### config.mk
export PLATFORM = sky130hd
export DESIGN_NAME = scroll_ctrl
export DESIGN_NICKNAME = d
export VERILOG_FILES = /design/src/rtl/scroll_pkg.sv /design/src/rtl/wrap_counter.sv /design/src/rtl/scroll_ctrl.sv
export SDC_FILE = /design/constraint.sdc
export NUM_CORES = 1
export LEC_CHECK = 0
export CAP_MARGIN = 5
export CORE_AREA = 2 2 69 71
export DETAILED_ROUTE_END_ITERATION = 10
export DIE_AREA = 0 0 71 73
export PLACE_DENSITY = 0.76
export SLEW_MARGIN = 10
export SYNTH_ARGS = -nofsm -noshare
export SYNTH_HDL_FRONTEND = slang
export SYNTH_SLANG_ARGS = --single-unit
export TNS_END_PERCENT = 100
### constraint.sdc
create_clock -name clk -period 2.2 [get_ports clk]
set_input_delay 0.22 -clock clk [delete_from_list [all_inputs] [get_ports clk]]
set_output_delay 0.22 -clock clk [all_outputs]
set_load 0.005 [all_outputs]
### src/rtl/scroll_pkg.sv
// Shared constants and types for the keyboard scroll/flip controller.
package scroll_pkg;

   // Default framebuffer geometry
   localparam int H_RES_DEF = 320;
   localparam int V_RES_DEF = 240;

   // PS/2 scan codes, bit 8 is the extended-prefix flag
   localparam logic [8:0] KEY_W = 9'h1D;
   localparam logic [8:0] KEY_S = 9'h1B;
   localparam logic [8:0] KEY_A = 9'h1C;
   localparam logic [8:0] KEY_D = 9'h23;
   localparam logic [8:0] KEY_P = 9'h4D;
   localparam logic [8:0] KEY_H = 9'h33;
   localparam logic [8:0] KEY_V = 9'h2A;

   typedef enum logic [1:0] {
      DIR_UP    = 2'd0,
      DIR_DOWN  = 2'd1,
      DIR_LEFT  = 2'd2,
      DIR_RIGHT = 2'd3
   } dir_t;

   typedef enum logic [1:0] {
      ST_IDLE  = 2'd0,
      ST_MOVE  = 2'd1,
      ST_PAUSE = 2'd2
   } state_t;

endpackage

### src/rtl/wrap_counter.sv
// Up/down modulo counter; steps by STEP when enabled and wraps inside 0..MOD-1
// without ever forming a value outside that range.
module wrap_counter #(
   parameter int MOD  = 320,
   parameter int W    = 9,
   parameter int STEP = 1
) (
   input  logic         clk,
   input  logic         rst,
   input  logic         en,
   input  logic         up,
   output logic [W-1:0] cnt
);

   localparam logic [W-1:0] STEP_V = W'(STEP);
   localparam logic [W-1:0] TOP_V  = W'(MOD - STEP);

   logic [W-1:0] cnt_nx;

   // Next value: compare against the wrap threshold before adding/subtracting
   always_comb begin
      cnt_nx = cnt;
      if (up) begin
         cnt_nx = (cnt >= TOP_V) ? (cnt - TOP_V) : (cnt + STEP_V);
      end else begin
         cnt_nx = (cnt < STEP_V) ? (cnt + TOP_V) : (cnt - STEP_V);
      end
   end

   // Counter register, cleared asynchronously
   always_ff @(posedge clk or negedge rst) begin
      if (!rst) begin
         cnt <= '0;
      end else if (en) begin
         cnt <= cnt_nx;
      end
   end

endmodule

### src/rtl/scroll_ctrl.sv
// Keyboard scroll/flip controller: mode FSM, held-key tracking, pending
// flip toggles, and two wrap counters for the X/Y scroll offsets.
module scroll_ctrl
   import scroll_pkg::*;
#(
   parameter int H_RES = H_RES_DEF,
   parameter int V_RES = V_RES_DEF,
   parameter int STEP  = 1
) (
   input  logic       clk,
   input  logic       rst,
   input  logic       key_valid,
   input  logic [8:0] last_change,
   input  logic       make,
   input  logic       tick,
   output logic [8:0] x_off,
   output logic [7:0] y_off,
   output logic       hflip,
   output logic       vflip,
   output logic       paused,
   output logic [1:0] dir
);

   state_t     state_q, state_nx;
   dir_t       dir_q, dir_nx;
   logic [3:0] held_q, held_nx;
   logic       p_held_q, p_held_nx;
   logic       h_held_q, h_held_nx;
   logic       v_held_q, v_held_nx;
   logic       pend_h_q, pend_h_nx;
   logic       pend_v_q, pend_v_nx;
   logic       hflip_q, hflip_nx;
   logic       vflip_q, vflip_nx;

   logic       is_dir, is_p, is_h, is_v;
   dir_t       key_dir;

   // Classify the incoming scan code
   always_comb begin
      is_dir  = 1'b0;
      is_p    = 1'b0;
      is_h    = 1'b0;
      is_v    = 1'b0;
      key_dir = DIR_UP;
      case (last_change)
         KEY_W:   begin is_dir = 1'b1; key_dir = DIR_UP;    end
         KEY_S:   begin is_dir = 1'b1; key_dir = DIR_DOWN;  end
         KEY_A:   begin is_dir = 1'b1; key_dir = DIR_LEFT;  end
         KEY_D:   begin is_dir = 1'b1; key_dir = DIR_RIGHT; end
         KEY_P:   is_p = 1'b1;
         KEY_H:   is_h = 1'b1;
         KEY_V:   is_v = 1'b1;
         default: ;
      endcase
   end

   // Next-state logic; a make for an already-held key is treated as typematic
   // repeat and ignored. A tick consumes the pending flips before any flip
   // press of the same cycle re-arms them.
   always_comb begin
      state_nx  = state_q;
      dir_nx    = dir_q;
      held_nx   = held_q;
      p_held_nx = p_held_q;
      h_held_nx = h_held_q;
      v_held_nx = v_held_q;
      pend_h_nx = tick ? 1'b0 : pend_h_q;
      pend_v_nx = tick ? 1'b0 : pend_v_q;
      hflip_nx  = hflip_q ^ (tick & pend_h_q);
      vflip_nx  = vflip_q ^ (tick & pend_v_q);

      if (key_valid) begin
         if (is_dir) begin
            held_nx[key_dir] = make;
            if (make && !held_q[key_dir]) begin
               dir_nx = key_dir;
               if (state_q == ST_IDLE) begin
                  state_nx = ST_MOVE;
               end
            end else if (!make && (state_q == ST_MOVE) && (key_dir == dir_q)) begin
               state_nx = ST_IDLE;
            end
         end
         if (is_p) begin
            p_held_nx = make;
            if (make && !p_held_q) begin
               if (state_q == ST_PAUSE) begin
                  state_nx = (|held_q) ? ST_MOVE : ST_IDLE;
               end else begin
                  state_nx = ST_PAUSE;
               end
            end
         end
         if (is_h) begin
            h_held_nx = make;
            if (make && !h_held_q) begin
               pend_h_nx = ~pend_h_nx;
            end
         end
         if (is_v) begin
            v_held_nx = make;
            if (make && !v_held_q) begin
               pend_v_nx = ~pend_v_nx;
            end
         end
      end
   end

   // Control and flip registers
   always_ff @(posedge clk or negedge rst) begin
      if (!rst) begin
         state_q  <= ST_IDLE;
         dir_q    <= DIR_UP;
         held_q   <= '0;
         p_held_q <= 1'b0;
         h_held_q <= 1'b0;
         v_held_q <= 1'b0;
         pend_h_q <= 1'b0;
         pend_v_q <= 1'b0;
         hflip_q  <= 1'b0;
         vflip_q  <= 1'b0;
      end else begin
         state_q  <= state_nx;
         dir_q    <= dir_nx;
         held_q   <= held_nx;
         p_held_q <= p_held_nx;
         h_held_q <= h_held_nx;
         v_held_q <= v_held_nx;
         pend_h_q <= pend_h_nx;
         pend_v_q <= pend_v_nx;
         hflip_q  <= hflip_nx;
         vflip_q  <= vflip_nx;
      end
   end

   // Offsets advance only in MOVE, using the pre-event state and direction
   logic step_en, x_en, y_en;
   assign step_en = tick && (state_q == ST_MOVE);
   assign x_en    = step_en && ((dir_q == DIR_LEFT) || (dir_q == DIR_RIGHT));
   assign y_en    = step_en && ((dir_q == DIR_UP) || (dir_q == DIR_DOWN));

   wrap_counter #(.MOD(H_RES), .W(9), .STEP(STEP)) u_x_cnt (
      .clk (clk),
      .rst (rst),
      .en  (x_en),
      .up  (dir_q == DIR_LEFT),
      .cnt (x_off)
   );

   wrap_counter #(.MOD(V_RES), .W(8), .STEP(STEP)) u_y_cnt (
      .clk (clk),
      .rst (rst),
      .en  (y_en),
      .up  (dir_q == DIR_UP),
      .cnt (y_off)
   );

   assign hflip  = hflip_q;
   assign vflip  = vflip_q;
   assign paused = (state_q == ST_PAUSE);
   assign dir    = dir_q;

endmodule

==> impl_metrics.csv, run 1 <==
group,metric,value,unit
timing,finalCritPeriodShare,95.3,%
synth,netlist-cell-type-count,57,
clocking,cts_hold_buf,0,
timing,holdWs,348,ps
timing,period_needed,2100,ps
timing,final_hold_viol_count,0,
drt,num_vias,2079,
finish,fin_area,2820,µm²
synth,synthesis.area,2240,µm²
finish,nFillCells,387,
timing,finClkSkew,4.36,ps
global_route,grt-ovfl-total,0,
synth,ys_ff_latch,32,
status,outcome,"completed",
synth,synth_edf_count,0,
synth,async_flop_share,100,%
finish,seq_area,801,µm²
synth,postSynthAreaPerCell,8.56,µm²
drt,wl_per_cell,13.6,µm
place,place_ws,-198,ps
finish,final_cell_mix,"35 x clkdlybuf4s50_1, 32 x dfrtp_1, 22 x a21oi_1, 21 x buf_4, 19 x nand2_1",
drt,drt-total-wl,4.88,mm
finish,nNetsFinal,325,
clocking,post_cts_buffers,0,
power,switching_share,30.9,%
drt,final_antenna_net_count,0,
clocking,cts_buffers,5,
flow_run,drv_cap,0,
floorplanning,die_w,71,µm
hold_path,min_path_type,"primary input to async pin",
global_route,grt_pass1_vias,1843,
clocking,root_buffer,"clkbuf_8",
global_route,grt_max_degree,33,
power,power.density,556,nW/µm²
timing,setup_viol,0,
synth,synth-main-ff-cell,"dfrtp_1",
worst_setup_path,crit_type,"primary input to flip-flop",
drt,vias_per_cell,5.79,
floorplanning,coreArea,4540,µm²
power,pwr-share-seq,46.0,%
drt,first_pass_iters,4,
timing,fin_ws,103,ps
worst_setup_path,cp_max_fo,4,
floorplanning,initial_utilization,49.4,%
timing,rsz0062_at_grt,"false",
clocking,cts.repair.resized,0,
floorplanning,die_h,73,µm
timing,worst_slew_pin_slew,481,ps
global_route,grtUsageTotal,20.2,%
power,p_total,1570,µW
floorplanning,rows,25,
synth,ys_warn_count,0,
power,leakage,0.00127,µW
clocking,cts_tree,"built",
worst_setup_path,reg2reg_slack,340,ps
clocking,clock_latency,280,ps
timing,maxSlewViolCount,0,
synth,syn_nets,280,
finish,layout_commonest_cell,"clkdlybuf4s50_1",
place,dp_hpwl,3.53,mm
finish,syn_to_final_growth,25.9,%
place,port_buffers,35,
clocking,cts.sinks,32,
worst_setup_path,arrival,2260,ps
floorplanning,io_pins,36,
clocking,cts_buffer_depth,2,
power,vdd_drop_max,293,µV
place,place_congestion,0.861,
clocking,htree_levels,2,
synth,yosysSeqAreaShare,35.7,%
power,p_switching,485,µW
drt,drt_iter0_drc,192,
place,placed_cell_area,2750,µm²
worst_setup_path,end_kind,"flip-flop",
timing,slew_headroom,67.9,%
floorplanning,die-area,5180,µm²
finish,layout-drive-gt1-share,14.1,%
finish,antenna_cells,0,
finish,multi_input_area,1340,µm²
power,combPwrFrac,28.2,%
global_route,grt_pass1_wl,8.39,mm
worst_setup_path,cp.required,2370,ps
timing,clock.fmax,0.477,GHz
synth,syn_inst,262,
drt,drc,0,
worst_setup_path,start_kind,"primary input",
power,pwr-share-clk,25.8,%
power,internal_power,1080,µW
global_route,antenna_found_initial,0,
clocking,path_clk_slew,60,ps
## synth_stat cells, types with 3 or more instances
master    instances  area share [%]
a21oi_1          22             4.9
a31oi_1           4             1.1
and3_1            3            0.84
clkbuf_1         16             2.7
dfrtp_1          32              36
ha_1              4             2.2
inv_1            11             1.8
mux2_2            7             3.5
nand2_1          19             3.2
nand2b_1          5             1.4
nand3_1          12             2.7
nand3b_1          4             1.3
nand4b_1          6             2.3
nor2_1           15             2.5
nor2b_1           5             1.4
nor3_1            7             1.6
nor4_1            5             1.4
o211ai_1          3             1.0
o21ai_0          18             4.0
o31ai_1           4             1.3
xnor2_1          11             4.3
xor2_1            8             3.1
## registers in the layout, indices dropped and copies added, names as in the netlist, 2 cells and up
| name | flops |
|---|---|
| state_q | 2 |
| held_q | 4 |
| u_y_cnt.cnt | 8 |
| u_x_cnt.cnt | 9 |
| dir | 2 |
## worst paths after layout
check | endpoint | from | depth (start not counted)
max | dir[0] | last_change[6] | 7
min | u_x_cnt.cnt[7] | rst | 2
max reg2reg | u_x_cnt.cnt[7] | u_x_cnt.cnt[2] | 6
min reg2reg | vflip | vflip | 1
max in group asynchronous | u_x_cnt.cnt[4] | rst | 2
min in group clk | vflip | vflip | 1
## power groups by stage
stage | logic [µW] | registers [µW] | clock network, µW
6_report | 442 | 722 | 405
2_1_floorplan | 261 | 710 | 0
5_1_grt | 499 | 731 | 431
3_5_place_dp | 441 | 731 | 0
4_1_cts | 443 | 722 | 414
3_3_place_gp | 431 | 732 | 0
## metrics by stage
stage | utilization [%] | setup TNS, ps | std cells
3_5_place_dp | 60.6 | -496 | 354
4_1_cts | 62.2 | 0 | 359
3_3_place_gp | 60.6 | -409 | 354
6_report | 62.3 | 0 | 359
5_1_grt | 62.3 | 0 | 359
2_1_floorplan | - | 0 | 262
## cell families after synthesis
group / share of synthesized area [%]
AND/OR/NAND/NOR: 25.0
multiplexers: 5.30
AO/OA/AOI/OAI: 19.5
adder cells (fa/ha/maj): 2.23
flip-flops: 35.7
buffers and inverters: 4.86
XOR/XNOR: 7.42
## cell type report
class	instances	area share (%)
Multi-Input combinational cell	201	47.4
Inverter	11	1.46
Sequential cell	32	28.4
Timing Repair Buffer	56	18.0
Clock buffer	5	2.44
Tap cell	54	2.39
## critical path, stage by stage
cell and delay, ps:
clkdlybuf4s50_1 430, or3_4 400, or4_4 540, a21oi_2 150, o2bb2ai_2 130, nand2_2 100
mux2_4 300
## metal layers
metal | global-route usage, % | up-vias | wire length (µm)
met5 | 0 | - | 0
met4 | 8.18 | 0 | 101
met3 | 3.87 | 11 | 211
met2 | 33.0 | 58 | 2280
met1 | 26.5 | 969 | 2290
li1 | - | 1041 | -
Power figures use the tool's default switching activity.
==> run 2, diff against run 1 <==
CORE_AREA = 2 2 71 73   (was 2 2 69 71)
DIE_AREA = 0 0 73 75   (was 0 0 71 73)
PLACE_DENSITY = 0.75   (was 0.76)
SYNTH_HIERARCHICAL = 1   (was default)
==> run 2 against run 1 <==
Effect of this change:
- first-iteration DRC count is 4.2% lower
- total power down 4.8%
- non-clock buffer count rose by 2
- die area is 5.6% higher
- area after synthesis increased by 5.9%
- synthesized cell count down 1.9%
- sequential power fell by 1%
- maximum frequency grew 3.0%
- critical path type unchanged
- highest routed layer unchanged
- via count grew 0.63%
==> impl_metrics.csv, run 2 <==
group,metric,value,unit
status,outcome,"completed",
global_route,grt_use_met3,3.35,%
timing,final_hold_viol_count,0,
place,port_buffers,35,
finish,nNetsFinal,321,
finish,utilization,62.5,%
global_route,grt_max_degree,33,
clocking,post_cts_buffers,0,
worst_setup_path,critPathTopFamily,"simple AND/OR/NAND/NOR gates",
clocking,cts_buffer_depth,2,
synth,async_flop_share,100,%
global_route,antenna_found_initial,0,
worst_setup_path,end_kind,"flip-flop",
synth,yosysSeqAreaShare,33.7,%
synth,post-synth-top-count-cell,"dfrtp_1",
global_route,grtUsageTotal,21.1,%
worst_setup_path,crit_type,"primary input to flip-flop",
floorplanning,io_pins,36,
synth,synth.area.top_cells,"dfrtp_1 34%, xnor2_1 4.8%, mux2_2 4.3%, nand2_1 3.6%, nor3_1 2.5%",
worst_setup_path,cp.required,2360,ps
global_route,gr-usage-met1,25.2,%
synth,netlist_top_cells_count,"32 x dfrtp_1, 23 x nand2_1, 13 x xnor2_1",
place,place_congestion,0.908,
synth,ys_warn_count,6,
floorplanning,rows,25,
worst_setup_path,cp_slowest_cell,"clkdlybuf4s50_1",
finish,fin_area,2910,µm²
finish,layout-drive-gt1-share,18.5,%
drt,vias_per_cell,5.86,
timing,period_needed,2040,ps
drt,num_vias,2092,
synth,ys_ff_latch,32,
worst_setup_path,crit_chain,"clkdlybuf4s50_1 -> or3_1 -> or3_4 -> o2111a_2 -> o211ai_2 -> mux2_1",
finish,final_cell_mix,"35 x clkdlybuf4s50_1, 32 x dfrtp_1, 23 x nand2_1, 23 x buf_4, 13 x xnor2_1",
synth,yosysTopAreaCellShare,33.7,%
place,dp_hpwl,3.84,mm
finish,antenna_cells,0,
worst_setup_path,arrival,2200,ps
flow_run,drv_cap,0,
synth,synth_largest_area_cell,"dfrtp_1",
global_route,grt_pass1_wl,9.00,mm
global_route,grtUsageMet2,37.4,%
power,power.density,513,nW/µm²
synth,syn_inst,257,
floorplanning,die-area,5480,µm²
finish,largest_register_ffs,9,
timing,clock.fmax,0.491,GHz
synth,netlist-cell-type-count,66,
synth,postSynthAreaPerCell,9.24,µm²
timing,rsz0062_at_grt,"false",
clocking,cts.sinks,32,
drt,final_antenna_net_count,0,
finish,nFillCells,399,
hold_path,min_path_type,"primary input to async pin",
timing,finClkSkew,8.95,ps
timing,worst_slew_pin_slew,447,ps
clocking,htree_levels,2,
clocking,clock_latency,290,ps
floorplanning,coreArea,4660,µm²
drt,first_pass_iters,4,
clocking,root_buffer,"clkbuf_8",
clocking,cts_tree,"built",
finish,seq_area,801,µm²
worst_setup_path,path_buf_inv,1,
timing,slew_headroom,69.9,%
floorplanning,die_w,73,µm
power,vdd_drop_max,292,µV
finish,multi_input_area,1410,µm²
drt,drt-total-wl,5.26,mm
finish,regMostFlops,"u_x_cnt/cnt",
clocking,cts_hold_buf,0,
place,place_ws,-122,ps
worst_setup_path,start_kind,"primary input",
timing,fin_ws,163,ps
finish,reg.largest.list,"u_x_cnt/cnt: 9 flops, u_y_cnt/cnt: 8 flops, held_q: 4 flops",
drt,wl_per_cell,14.7,µm
place,dpl.cell_count,350,
finish,syn_to_final_growth,22.7,%
synth,synth_edf_count,0,
timing,holdWs,323,ps
synth,syn_nets,275,
global_route,grt_pass1_vias,2060,
floorplanning,initial_utilization,50.9,%
place,placed_cell_area,2840,µm²
drt,drc,0,
power,leakage,0.00121,µW
floorplanning,die_h,75,µm
clocking,cts.repair.resized,0,
timing,maxSlewViolCount,0,
clocking,cts_buffers,5,
finish,layout_commonest_cell,"clkdlybuf4s50_1",
clocking,path_clk_slew,70,ps
worst_setup_path,cp_max_fo,3,
synth,synthesis.area,2370,µm²
timing,setup_viol,0,
global_route,top_usage_layer,"met2",
drt,drt_iter0_drc,184,
finish,stdcell_count,357,
worst_setup_path,critPathMaxStageDelay,420,ps
synth,synth-main-ff-cell,"dfrtp_1",
timing,finalCritPeriodShare,92.6,%
global_route,grt-ovfl-total,0,
## run 2: power by group
group / total (µW) / switching, µW / internal, µW / leakage, µW
combinational: 348 / 158 / 191 / 0.000744
sequential: 715 / 88.7 / 627 / 0.000424
clock: 430 / 215 / 215 / 0.0000410
total: 1490 / 461 / 1030 / 0.00121
## run 2: per-stage QoR
stage	power (µW)	setup TNS, ps
3_3_place_gp	1060	-147
3_5_place_dp	1080	-235
2_1_floorplan	910	0
4_1_cts	1510	0
6_report	1490	0
5_1_grt	1590	0
## run 2: final timing paths
| kind | slack (ps) | depth (start not counted) | to | startpoint |
|---|---|---|---|---|
| min in group clk | 480 | 1 | vflip | vflip |
| max | 160 | 6 | dir[1] | last_change[7] |
| max reg2reg | 290 | 5 | dir[1] | held_q[2] |
| min reg2reg | 480 | 1 | vflip | vflip |
| min | 320 | 2 | u_y_cnt/cnt[4] | rst |
| max in group asynchronous | 1560 | 2 | hflip | rst |
## run 2: cell type report
cell class | count | share of cell area [%]
timing repair buffer | 58 | 18.0
multi-input combinational | 196 | 48.3
sequential | 32 | 27.5
inverter | 10 | 1.29
clock inverter | 1 | 0.172
clock buffer | 6 | 2.49
tap | 54 | 2.32
## run 2: kinds of logic after synthesis
kind of cell               share of synthesized area [%]
and+or+nand+nor                                     29.5
adders and majority gates                           2.11
AOI/OAI and AO/OA                                   14.3
xor gates and xnor gates                            6.27
DFF                                                 33.7
buffers and inverters                               7.01
muxes                                               7.06
## run 2: worst reg2reg max path: stages, from the launching register on
cell and delay [ps]:
dfrtp_1 400, or4b_1 480, a211oi_1 270, o21a_1 240
o211ai_2 110, mux2_1 310
## run 2: layer usage
metal | wire length (µm) | part of all wire [%]
met1 | 2310 | 44
met3 | 196 | 3.7
met4 | 97 | 1.8
met2 | 2660 | 51
met5 | 0 | 0
